### src/rtl/uart_tx_frame.sv
`timescale 1ns/1ps
// Parametrised UART transmitter: configurable data width, parity and stop bits,
// runtime baud divisor, and a one-entry holding buffer for gap-free back-to-back frames.
//
// state    | meaning
// ---------+--------------------------------------------------------------
// S_IDLE   | line high, waiting for the holding buffer to fill
// S_START  | start bit (0) for D cycles
// S_DATA   | data bits LSB first, D cycles each
// S_PARITY | parity bit for D cycles (never entered when PARITY = 0)
// S_STOP   | stop bits (1) for STOP_BITS*D cycles; chains to S_START if buffer full
module uart_tx_frame #(
    parameter int DATA_BITS = 8,
    parameter int PARITY    = 0,
    parameter int STOP_BITS = 1,
    parameter int CNT_W     = 16
) (
    input  logic                 i_Clock,
    input  logic                 i_Reset,
    input  logic [CNT_W-1:0]     i_Clks_Per_Bit,
    input  logic                 i_Tx_DV,
    input  logic [DATA_BITS-1:0] i_Tx_Byte,
    output logic                 o_Tx_Ready,
    output logic                 o_Tx_Active,
    output logic                 o_Tx_Serial,
    output logic                 o_Tx_Done
);

    localparam int IDX_W = (DATA_BITS > 1) ? $clog2(DATA_BITS) : 1;

    typedef enum logic [2:0] {
        S_IDLE,
        S_START,
        S_DATA,
        S_PARITY,
        S_STOP
    } state_t;

    state_t               state, state_n;
    logic                 hold_valid, hold_valid_n;
    logic [DATA_BITS-1:0] hold_data, hold_data_n;
    logic [DATA_BITS-1:0] shift_data, shift_data_n;
    logic [CNT_W-1:0]     div_q, div_n;
    logic [CNT_W-1:0]     cnt, cnt_n;
    logic [IDX_W-1:0]     bit_idx, bit_idx_n;
    logic                 stop_idx, stop_idx_n;
    logic                 serial_q, serial_n;
    logic                 active_q, active_n;
    logic                 stop_end_q, stop_end_n;
    logic                 done_q;

    logic                 accept;
    logic                 bit_end;
    logic                 last_stop;
    logic                 load;
    logic                 parity_bit;
    logic [CNT_W-1:0]     div_in;

    assign accept     = i_Tx_DV && !hold_valid;
    assign div_in     = (i_Clks_Per_Bit < CNT_W'(2)) ? CNT_W'(2) : i_Clks_Per_Bit;
    assign bit_end    = (cnt == '0);
    assign last_stop  = (state == S_STOP) && bit_end && (stop_idx == 1'(STOP_BITS - 1));
    assign parity_bit = (PARITY == 1) ? ~^shift_data : ^shift_data;

    always_comb begin
        state_n      = state;
        hold_valid_n = hold_valid;
        hold_data_n  = hold_data;
        shift_data_n = shift_data;
        div_n        = div_q;
        cnt_n        = cnt;
        bit_idx_n    = bit_idx;
        stop_idx_n   = stop_idx;
        load         = 1'b0;
        serial_n     = 1'b1;
        active_n     = (state != S_IDLE);
        stop_end_n   = last_stop;

        if (accept) begin
            hold_valid_n = 1'b1;
            hold_data_n  = i_Tx_Byte;
        end

        // Down-counter: each bit ends on terminal count, then reloads D-1.
        if (state != S_IDLE) begin
            if (bit_end) begin
                cnt_n = div_q - CNT_W'(1);
            end else begin
                cnt_n = cnt - CNT_W'(1);
            end
        end

        case (state)
            S_IDLE: begin
                if (hold_valid) begin
                    load = 1'b1;
                end
            end
            S_START: begin
                serial_n = 1'b0;
                if (bit_end) begin
                    state_n = S_DATA;
                end
            end
            S_DATA: begin
                serial_n = shift_data[bit_idx];
                if (bit_end) begin
                    if (bit_idx == IDX_W'(DATA_BITS - 1)) begin
                        bit_idx_n = '0;
                        state_n   = (PARITY != 0) ? S_PARITY : S_STOP;
                    end else begin
                        bit_idx_n = bit_idx + IDX_W'(1);
                    end
                end
            end
            S_PARITY: begin
                serial_n = parity_bit;
                if (bit_end) begin
                    state_n = S_STOP;
                end
            end
            S_STOP: begin
                serial_n = 1'b1;
                if (bit_end) begin
                    if (last_stop) begin
                        stop_idx_n = 1'b0;
                        if (hold_valid) begin
                            load = 1'b1;
                        end else begin
                            state_n = S_IDLE;
                        end
                    end else begin
                        stop_idx_n = stop_idx + 1'b1;
                    end
                end
            end
            default: begin
                state_n = S_IDLE;
            end
        endcase

        // Load never coincides with accept: accept needs the buffer empty, load needs it full.
        if (load) begin
            shift_data_n = hold_data;
            div_n        = div_in;
            cnt_n        = div_in - CNT_W'(1);
            hold_valid_n = 1'b0;
            bit_idx_n    = '0;
            stop_idx_n   = 1'b0;
            state_n      = S_START;
        end
    end

    always_ff @(posedge i_Clock) begin
        if (i_Reset) begin
            state      <= S_IDLE;
            hold_valid <= 1'b0;
            hold_data  <= '0;
            shift_data <= '0;
            div_q      <= '0;
            cnt        <= '0;
            bit_idx    <= '0;
            stop_idx   <= 1'b0;
            serial_q   <= 1'b1;
            active_q   <= 1'b0;
            stop_end_q <= 1'b0;
            done_q     <= 1'b0;
        end else begin
            state      <= state_n;
            hold_valid <= hold_valid_n;
            hold_data  <= hold_data_n;
            shift_data <= shift_data_n;
            div_q      <= div_n;
            cnt        <= cnt_n;
            bit_idx    <= bit_idx_n;
            stop_idx   <= stop_idx_n;
            serial_q   <= serial_n;
            active_q   <= active_n;
            stop_end_q <= stop_end_n;
            done_q     <= stop_end_q;
        end
    end

    assign o_Tx_Ready  = ~hold_valid;
    assign o_Tx_Active = active_q;
    assign o_Tx_Serial = serial_q;
    assign o_Tx_Done   = done_q;

endmodule
### config.mk
export PLATFORM = sky130hd
export DESIGN_NAME = uart_tx_frame
export DESIGN_NICKNAME = d
export VERILOG_FILES = /design/src/rtl/uart_tx_frame.sv
export SDC_FILE = /design/constraint.sdc
export NUM_CORES = 1
export LEC_CHECK = 0
export BUFFER_PORTS_ARGS = -buffer_cell sky130_fd_sc_hd__buf_2
export CORE_MARGIN = 4
export CORE_UTILIZATION = 63
export DETAILED_ROUTE_END_ITERATION = 16
export PLACE_DENSITY = 0.82
export SLEW_MARGIN = 20
export SYNTH_ARGS = -nofsm -noshare
export SYNTH_HDL_FRONTEND = slang
export SYNTH_SLANG_ARGS = --single-unit
### constraint.sdc
create_clock -name i_Clock -period 4.56 [get_ports i_Clock]
set_input_delay 0.684 -clock i_Clock [delete_from_list [all_inputs] [get_ports i_Clock]]
set_output_delay 0.684 -clock i_Clock [all_outputs]
set_load 0.01 [all_outputs]
Word level (Yosys, flattened, before mapping)
Index checks and enable logic that the tools add are counted.

storage, ports and cells
  output and inout port bits = 4
  register bits after elaboration = 60
  logic and storage cells = 79

cells by class
  add/subtract/negate cells = 5
  equal/unequal tests = 20
  reduce and logical (&&, ||, !) cells = 14
  bitwise logic cells = 3
  order comparisons = 2
  mux-type cells = 22

operators by type and width
  kind                   number
  $mux 16                4
  $sub 16x1->16 const B  3
  $mux 3                 8
  $ne 3x3->1 const B     7
  $logic_not 16->1       1
  $lt 16x2->1 const B    1
  $ne 2x2->1 const B     8
  $reduce_and 8->1       2
  $pmux 3 s5             1
  $reduce_xor 8->1       1
  $eq 3x2->1 const B     2
  $eq 3x3->1 const B     2
  $mux 1                 6
  $lt 3x4->1 const B     1
  $reduce_and 2->1       2
  $add 3x1->3 const B    1
  $bmux 1 s3             1
  $eq 3x1->1 const B     1
  $logic_and 1x1->1      3
  $logic_not 3->1        1
  $not 1->1              3
  $pmux 1 s3             1
  $reduce_bool 3->1      1
  $pmux 1 s2             1
  4 further kinds        4

Logic depth before layout (Yosys ltp)
Gate-level depths: netlist of run 1.

  depth after elaboration = 8
  gate-level depth with buffers = 11
  gate-level depth less buffers = 10

Worst setup path before layout of run 1
Ideal clock, no wire load.

  path type = input -> register
  start point = input port i_Clks_Per_Bit[13]
  end point = register cnt[10]
  arrival time = 2,880 ps
  cell stages on the path = 10
  setup time = 86 ps
  path slack = 1,594 ps
  required time = 4,474 ps
  cells stage by stage = or4_1 > nor3_1 > a21boi_0 > mux2i_2 > ha_1 > inv_1 > a21o_1 > nor4bb_1 > xor2_1 > a211oi_1

on the way
  cells in the longest elaborated chain, start to end = 4

RTL lines
  element                 RTL line  text
  start: declaration      20        input logic [CNT_W-1:0] i_Clks_Per_Bit,
  $lt 16x2->1             60        assign div_in = (i_Clks_Per_Bit < CNT_W'(2)) ? CNT_W'(2) : i_Clks_Per_Bit;
  $mux 16                 60
  $sub 16x1->16           146       cnt_n = div_in - CNT_W'(1);
  $mux 16                 143       if (load) begin
  end signal: assignment  174       cnt <= cnt_n;
  end: declaration        44        logic [CNT_W-1:0] cnt, cnt_n;

No other way between the ends.
A chain may end at the register's enable or synchronous reset.

Worst setup path after layout of run 1
  start point = register cnt[0]
  end point = register cnt[14]

on the way
  cells in the longest elaborated chain, start to end = 7

RTL lines
  element
  branches (longest 7 deep; another with $sub 16x1->16)

Parallel ways; which one is timed is not known. The select of a mux whose other input is x is not followed.

==> impl_metrics.yaml, run 1 <==
clock_tree:
  clock-sinks: 60
  cts.clk_slew.worst_paths_ps: 70
  h-tree-depth: 3
  postCtsHoldBufs: 0
  cts_made_buffers: 9
  clockBufferDepth: 2
  clock_latency_ps: 350
  post_cts_buffers: 0
  cts_tree: "built"
  cts_root_buffer: "clkbuf_8"
  cts_resized: 0
floorplan:
  die_area_um2: 6310
  rows: 25
  start_util: 0.663
  die_w_um: 79.5
  io_pins: 31
  die_h_um: 79.5
  coreArea_um2: 4850
synthesis:
  ys.flop_type: "dfxtp_1"
  ys_ff_latch: 60
  synthAdderAreaFrac: 0.0117
  syn_nets: 426
  async_flop_share: 0
  synthCells: 396
  synth_xor_area_frac: 0.0299
  yosysWarnings: 0
  synth_edf_count: 0
  synth_area_um2: 3220
  synth.avg_cell_area_um2: 8.12
  yosysUniqueCellTypes: 61
  synth-seq-area-share: 0.373
  synthSimpleGateAreaFrac: 0.271
  synth_compound_area_frac: 0.211
  synthMuxAreaShare: 0.0653
  synth_top_family_by_area: "simple AND/OR/NAND/NOR gates"
drt:
  drtIter0Drc: 286
  met2_length_mm: 3.84
  drt-total-wl_mm: 8.53
  routed-via-count: 3138
  dr.pass1.iters: 5
  wl_met3_um: 765
  ant_nets: 0
  m1WireLength_mm: 3.67
  drc_errors: 0
  top_layer: "met4"
  wl_per_cell_um: 17.4
  avgViaCountPerCell: 6.42
grt:
  antenna_found_initial: 0
  grt_overflow: 0
  grt_pass1_vias: 2994
  grt_pass1_wl_mm: 14.1
  grt_max_degree: 57
  grt_use_total: 0.285
critical_path:
  endpoint: "cnt[14]"
  r2r_setup_slack_ps: 960
  required_ps: 4810
  critPathLaunchType: "flop"
  r2r_end: "cnt[14]"
  crit_arrival_ps: 3850
  rr_startpoint: "cnt[0]"
  crit_type: "reg2reg"
  worstPathMaxFanout: 37
  worstSetupStartpoint: "cnt[0]"
  endpoint_kind: "flop"
  r2r_cells: 9
run:
  drv_cap: 0
timing:
  rsz0062_at_grt: "no"
  final.period_utilization: 0.790
  slew_headroom: 0.269
  final-max-slew-violation-count: 0
  max_freq_ghz: 0.278
  setup_violations: 0
  final.setup.tns_ps: 0
  period_minus_slack_ps: 3600
  fin_hold_ws_ps: 457
  clock_skew_ps: 7.72
  tightestPinTransition_ps: 1100
  hold_viol_final: 0
placement:
  hpwl_mm: 5.86
  routabilityCongestion: 0.991
  port_buffers: 30
power_and_ir_drop:
  ir_drop_mv: 0.438
  power_leakage_nw: 1.36
  power_per_cell_area_nw_per_um2: 570
status:
  status: "complete, no violations"
cells_and_area:
  antenna_cells: 0
  layout_commonest_cell: "dfxtp_1"
  layout.cells.most_common_list: "60 x dfxtp_1, 58 x nand2_1, 53 x nor2_1"
  final_layout_size_suffix_gt1_frac: 0.159
  fin_nets: 447
  syn_to_final_growth_pct: 12.2
hold_path:
  holdPathStages: 2
  hold_class: "reg2reg"
-- power breakdown --
part	leakage [nW]	total, mW	internal (mW)	switching (mW)
Combinational	0.753	0.839	0.284	0.555
Clock	0.116	0.541	0.322	0.219
Sequential	0.491	0.676	0.602	0.0734
-- stage by stage --
stage           util  cells  total power, mW  instance area (um^2)  setup slack, ps
2_1_floorplan      -    396             1.30                  3220             1590
3_3_place_gp   0.698    473             1.46                  3380             1160
3_5_place_dp   0.698    473             1.48                  3380             1070
4_1_cts        0.744    489             2.02                  3610             1050
5_1_grt        0.744    489             2.16                  3610              673
6_report       0.744    489             2.06                  3610              959
-- worst max-delay path: stages (launching register included) --
cell and delay, ps:
dfxtp_1 330, nor4_2 400, and3_1 490, a31oi_4 510
mux2i_2 500, ha_1 250, inv_1 80, a21o_1 260
or4_1 430, a311oi_1 250
-- cell usage after synthesis, types with 3 or more instances --
cell type	instances	area [um^2]
nand4_1	3	18.8
nor2_1	53	199
or4_1	7	52.6
buf_2	4	20.0
xor2_1	3	26.3
o21ai_0	16	80.1
or3_1	3	18.8
xnor2_1	8	70.1
dfxtp_1	60	1200
and3_1	3	18.8
clkbuf_1	17	63.8
nand3_1	8	40.0
inv_1	6	22.5
ha_1	3	37.5
o31ai_1	7	52.6
a311oi_1	8	70.1
nor3_1	19	95.1
o32ai_1	3	26.3
mux2i_1	14	140
a211oi_1	5	37.5
a31oi_1	4	25.0
a21o_1	3	22.5
a21oi_1	33	165
nand2_1	58	218
-- flip-flops by register name, summed over array words and instances, names as in the netlist --
name / flops
cnt: 16
hold_valid: 1
o_Tx_Serial: 1
o_Tx_Done: 1
state: 3
stop_idx: 1
bit_idx: 3
hold_data: 8
div_q: 16
shift_data: 8
o_Tx_Active: 1
stop_end_q: 1
-- per-layer routing --
| layer | track usage | up-vias |
|---|---|---|
| met1 | 0.383 | 1450 |
| met4 | 0.155 | 0 |
| met5 | 0 | - |
| met3 | 0.0474 | 29 |
| met2 | 0.434 | 176 |
| li1 | - | 1483 |
-- logic make-up (layout without fill, tap and decap cells) --
| family | Yosys count | count (layout) |
|---|---|---|
| AND/OR/NAND/NOR | 176 | 176 |
| adder cells (fa/ha/maj) | 3 | 3 |
| multiplexers | 18 | 18 |
| AO/OA/AOI/OAI | 99 | 99 |
| flip-flops | 60 | 60 |
| buffers and inverters | 29 | 55 |
| XOR/XNOR | 11 | 11 |
-- cell type report --
type	instances	area, um^2
Tap cell	67	83.8
Sequential cell	60	1200
Inverter	6	22.5
Clock buffer	10	138
Clock inverter	6	87.6
Fill cell	396	1240
Timing Repair Buffer	33	173
Multi-Input combinational cell	307	1900
-- worst min-delay path by stage --
| stage | start | to | slack [ps] |
|---|---|---|---|
| after global placement | stop_end_q | o_Tx_Done | 440 |
| after floorplan | stop_end_q | o_Tx_Done | 410 |
| after detailed placement | div_q[6] | div_q[6] | 450 |
| after CTS | div_q[6] | div_q[6] | 460 |
| after global routing | stop_end_q | o_Tx_Done | 470 |
| final | div_q[6] | div_q[6] | 460 |
Note: power is estimated with default switching activity, not from simulation.
==> inputs of run 2 (changes only) <==
- ABC_AREA: default -> 1
- CORE_UTILIZATION: 63 -> 59
- PLACE_DENSITY: 0.82 -> 0.78
- clock period: 4.56 -> 3.68 ns (I/O delays scaled with it)
==> impl_metrics.yaml, run 2 <==
run:
  drv_cap: 0
placement:
  routabilityCongestion: 0.867
  hpwl_mm: 5.32
  dp.cells: 546
  port_buffers: 30
  place_area_um2: 3330
  pre_cts_slack_ps: 920
synthesis:
  yosysWarnings: 0
  ys.flop_type: "dfxtp_1"
  yosysTopAreaCellShare: 0.379
  syn_nets: 492
  ys_ff_latch: 60
  synth_area_um2: 3170
  yosysUniqueCellTypes: 35
  synthCells: 462
  synth-seq-area-share: 0.379
  synthTopCellsByArea: "dfxtp_1 38%, nor2_1 9.7%, nand2_1 8.2%, inv_1 7.1%, o21ai_0 6.0%"
  async_flop_share: 0
  synth_edf_count: 0
  synth_top_area_cell: "dfxtp_1"
  synth.avg_cell_area_um2: 6.85
  synthMostInstantiatedCell: "nor2_1"
  netlist_top_cells_count: "82 x nor2_1, 69 x nand2_1, 60 x dfxtp_1, 60 x inv_1, 38 x o21ai_0"
clock_tree:
  cts.clk_slew.worst_paths_ps: 80
  cts_root_buffer: "clkbuf_8"
  clock_latency_ps: 350
  post_cts_buffers: 0
  clock-sinks: 60
  postCtsHoldBufs: 0
  cts_resized: 0
  cts_tree: "built"
  clockBufferDepth: 2
  cts_made_buffers: 9
  h-tree-depth: 3
power_and_ir_drop:
  power_mw: 2.30
  power_leakage_nw: 1.57
  ir_drop_mv: 0.532
  power_per_cell_area_nw_per_um2: 652
drt:
  ant_nets: 0
  drt-total-wl_mm: 7.51
  routed-via-count: 2978
  wl_per_cell_um: 13.4
  drc_errors: 0
  avgViaCountPerCell: 5.30
  dr.pass1.iters: 4
  drtIter0Drc: 275
cells_and_area:
  design_area_um2: 3530
  antenna_cells: 0
  fin_util: 0.686
  final_cells: 562
  final_layout_size_suffix_gt1_frac: 0.142
  fin_nets: 517
  layout.cells.most_common_list: "82 x nor2_1, 69 x nand2_1, 60 x inv_1, 60 x dfxtp_1, 38 x o21ai_0"
  largestRegisters: "cnt (16), div_q (16)"
  layout_commonest_cell: "nor2_1"
  nFillCells: 490
  syn_to_final_growth_pct: 11.5
status:
  status: "complete, no violations"
grt:
  grt_pass1_wl_mm: 12.8
  grt_overflow: 0
  grt_pass1_vias: 2781
  grt_use_total: 0.253
  antenna_found_initial: 0
  grt_max_degree: 35
critical_path:
  worstPathMaxFanout: 20
  rr_startpoint: "cnt[6]"
  endpoint: "cnt[10]"
  critPathLaunchType: "flop"
  worstSetupStartpoint: "cnt[6]"
  r2r_cells: 17
  r2r_end: "cnt[10]"
  crit_type: "reg2reg"
  crit_arrival_ps: 3020
  required_ps: 3920
  endpoint_kind: "flop"
  r2r_setup_slack_ps: 900
floorplan:
  rows: 26
  io_pins: 31
  coreArea_um2: 5140
  start_util: 0.616
  die_h_um: 81.3
  die_area_um2: 6600
  die_w_um: 81.3
timing:
  final-max-slew-violation-count: 0
  final.setup.tns_ps: 0
  max_freq_ghz: 0.360
  period_minus_slack_ps: 2780
  setup_violations: 0
  hold_viol_final: 0
  rsz0062_at_grt: "no"
  clock_skew_ps: 11.1
  final.period_utilization: 0.754
  fin_ws_ps: 905
  tightestPinTransition_ps: 961
  slew_headroom: 0.358
  fin_hold_ws_ps: 410
hold_path:
  hold_class: "reg2reg"
-- run 2: changes by cell type in the layout (fill, tap and decap cells not counted), sizes merged, moves of 15 or more --
cell,delta
nor2,+42
a21oi,-15
inv,+56
o21bai,+17
mux2i,-15
nand3,+25
o21ai,+23
nor3,-16
nand2,+16
-- run 2: logic make-up (layout without fill, tap and decap cells) --
| group | Yosys count | after routing | synth area share |
|---|---|---|---|
| adder cells (fa/ha/maj) | 3 | 3 | 0.0119 |
| buffers and inverters | 80 | 110 | 0.102 |
| AND/OR/NAND/NOR | 213 | 213 | 0.303 |
| AO/OA/AOI/OAI | 97 | 97 | 0.179 |
| flip-flops | 60 | 60 | 0.379 |
| XOR/XNOR | 9 | 9 | 0.0249 |
-- run 2: power by group --
group / internal, mW / switching, mW
Sequential: 0.753 / 0.0672
Combinational: 0.302 / 0.573
Clock: 0.332 / 0.276
-- run 2: per-layer routing --
layer,share of wire,track usage
met2,0.46,0.406
met3,0.069,0.0510
met4,0.019,0.106
met5,0,0
met1,0.45,0.331
-- run 2: critical path, stage by stage (launching register included) --
cell and delay (ps):
dfxtp_1 320, nor2_1 130, nand2_1 90, nor2_2 170, nand2_1 440, nor2_1 280, nand3_1 170, nand3_1 110
nand2_1 80, inv_1 70, ha_1 200, nand3_2 150, nor2_4 180, nand2_1 60, nand2_1 50, nand3_1 60
nand2_1 100, inv_1 40
-- run 2: cell type report --
class	instances	area [um^2]	share of cell area
repair buffers	31	158	0.0447
well taps	70	87.6	0.0248
clock inverters	5	61.3	0.0174
inverters	63	236	0.0670
multi-input cells	322	1640	0.466
flip-flops and latches	60	1200	0.340
clock buffers	11	141	0.0401
-- run 2: worst min path at each step --
stage	slack [ps]	endpoint	depth (start not counted)	start
CTS	410	o_Tx_Done	2	stop_end_q
global route	420	hold_data[0]	3	i_Tx_Byte[0]
floorplan	390	o_Tx_Done	2	stop_end_q
finish	410	o_Tx_Done	2	stop_end_q
detailed placement	400	o_Tx_Done	2	stop_end_q
global placement	390	o_Tx_Done	2	stop_end_q
==> inputs of run 3 (changes only) <==
- ABC_AREA: 1 -> 0
- PLACE_DENSITY: 0.78 -> 0.77
- clock period: 3.68 -> 2.8 ns (I/O delays scaled with it)
==> impl_metrics.yaml, run 3 (synthesis results as in run 1) <==
status:
  status: "complete, no violations"
run:
  drv_cap: 0
grt:
  busiest_layer: "met2"
  grt_max_degree: 32
  grt_use_total: 0.281
  grt_pass1_wl_mm: 14.3
  grt_pass1_vias: 3121
  grtUsageMet2: 0.454
  use_met3: 0.0811
  grt_use_met1: 0.339
  grt_overflow: 0
  antenna_found_initial: 0
clock_tree:
  postCtsHoldBufs: 0
  cts.clk_slew.worst_paths_ps: 70
  clock_latency_ps: 350
  cts_tree: "built"
  cts_root_buffer: "clkbuf_8"
  h-tree-depth: 3
  clock-sinks: 60
  clockBufferDepth: 2
  cts_made_buffers: 9
critical_path:
  crit_type: "reg2reg"
  critPathLaunchType: "flop"
  crit_arrival_ps: 2930
  worstPathMaxFanout: 9
  slowest_delay_ps: 420
  required_ps: 3050
  crit_slowest_cell: "or4_4"
  worstPathCellList: "nor4_2 -> and3_4 -> a31oi_4 -> mux2i_2 -> ha_2 -> inv_1 -> a21o_4 -> or4_4 -> a311oi_2"
  endpoint_kind: "flop"
cells_and_area:
  largestRegisters: "cnt (16), div_q (16)"
  seqCellArea_um2: 1200
  layout_commonest_cell: "nand2_1"
  syn_to_final_growth_pct: 22.6
  final_cells: 525
  layout.cells.most_common_list: "58 x nand2_1, 57 x dfxtp_1, 53 x nor2_1"
  final_layout_size_suffix_gt1_frac: 0.246
  multi_input_area_um2: 1960
  antenna_cells: 0
  nFillCells: 388
  fin_nets: 481
floorplan:
  coreArea_um2: 5200
  die_w_um: 81.8
  rows: 26
  die_area_um2: 6700
  io_pins: 31
  start_util: 0.618
  die_h_um: 81.8
drt:
  drc_errors: 0
  dr.pass1.iters: 9
  wl_per_cell_um: 16.6
  ant_nets: 0
  drt-total-wl_mm: 8.73
  avgViaCountPerCell: 6.27
  drtIter0Drc: 305
  routed-via-count: 3294
power_and_ir_drop:
  pwr-share-clk: 0.254
  power_leakage_nw: 1.53
  switchingPower_mw: 1.44
  switching_share: 0.384
  pwr-share-seq: 0.298
  power_per_cell_area_nw_per_um2: 952
  internal-power_mw: 2.31
  combPwrFrac: 0.447
  ir_drop_mv: 0.577
  power_mw: 3.76
hold_path:
  hold_class: "in2reg"
timing:
  period_minus_slack_ps: 2680
  hold_viol_final: 0
  rsz0062_at_grt: "no"
  setup_violations: 0
  slew_headroom: 0.654
  final-max-slew-violation-count: 0
  clock_skew_ps: 7.62
  max_freq_ghz: 0.373
  final.period_utilization: 0.958
  tightestPinTransition_ps: 519
placement:
  hpwl_mm: 6.33
  dp.cells: 509
  routabilityCongestion: 1.01
  port_buffers: 30
[run 3: cell count changes in the layout (fill, tap and decap cells not counted), moves of 11 or more]
| cell | delta |
|---|---|
| a21oi_1 | +15 |
| buf_4 | +36 |
| inv_1 | -54 |
| mux2i_1 | +13 |
| nand2_1 | -11 |
| nand3_1 | -25 |
| nor2_1 | -29 |
| nor3_1 | +17 |
| o21ai_0 | -23 |
| o21bai_1 | -17 |
| o22ai_1 | -14 |
[run 3: layer usage]
metal	share of wire	vias to the layer above
met5	0	-
met4	0.031	0
met3	0.082	33
met2	0.48	161
met1	0.41	1544
li1	-	1556
[run 3: path summary, 6_finish.rpt]
kind                                  from    endpoint  slack (ps)  cells past startpoint
worst min-delay path               i_Tx_DV  hold_valid         290                      3
worst min register to register  stop_end_q   o_Tx_Done         450                      1
worst max register to register      cnt[1]     cnt[14]         120                      9
worst max-delay path                cnt[1]     cnt[14]         120                      9
[run 3: what timing repair did]
item	CTS	global route
gates resized for setup	0	16
endpoints found under the setup margin	0	7
setup buffers	0	1
[run 3: stage by stage]
stage                     cell area, um^2  hold slack, ps   util  setup TNS [ps]  worst slack, ps
after global placement               3630             425  0.698           -65.9            -35.9
after detailed placement             3630             433  0.698            -522             -138
final                                3950             288  0.758               0              117
after CTS                            3870             280  0.744               0            0.362
after global routing                 3950             286  0.758               0             8.51
after floorplan                      3220             414      -               0             98.1
[run 3: worst max-delay path: cells and delay by family (launching register included)]
kind / cells / cell delay, ps
AOI/OAI and AO/OA: 3 / 660
and+or+nand+nor: 3 / 1010
DFF: 1 / 350
buffers and inverters: 1 / 60
muxes: 1 / 270
adders and majority gates: 1 / 220
[run 3: area by class of cell]
type	count	area share
Tap cell	70	0.0222
Clock inverter	4	0.0247
Timing Repair Buffer	67	0.108
Inverter	6	0.00571
Clock buffer	11	0.0358
Sequential cell	60	0.305
Multi-Input combinational cell	307	0.498
[run 3: power by group through the flow]
stage	logic (mW)	clock network (mW)	registers [mW]
2_1_floorplan	1.04	0	1.08
3_3_place_gp	1.52	0	1.12
3_5_place_dp	1.55	0	1.12
4_1_cts	1.57	0.964	1.11
5_1_grt	1.83	1.00	1.13
6_report	1.68	0.956	1.12
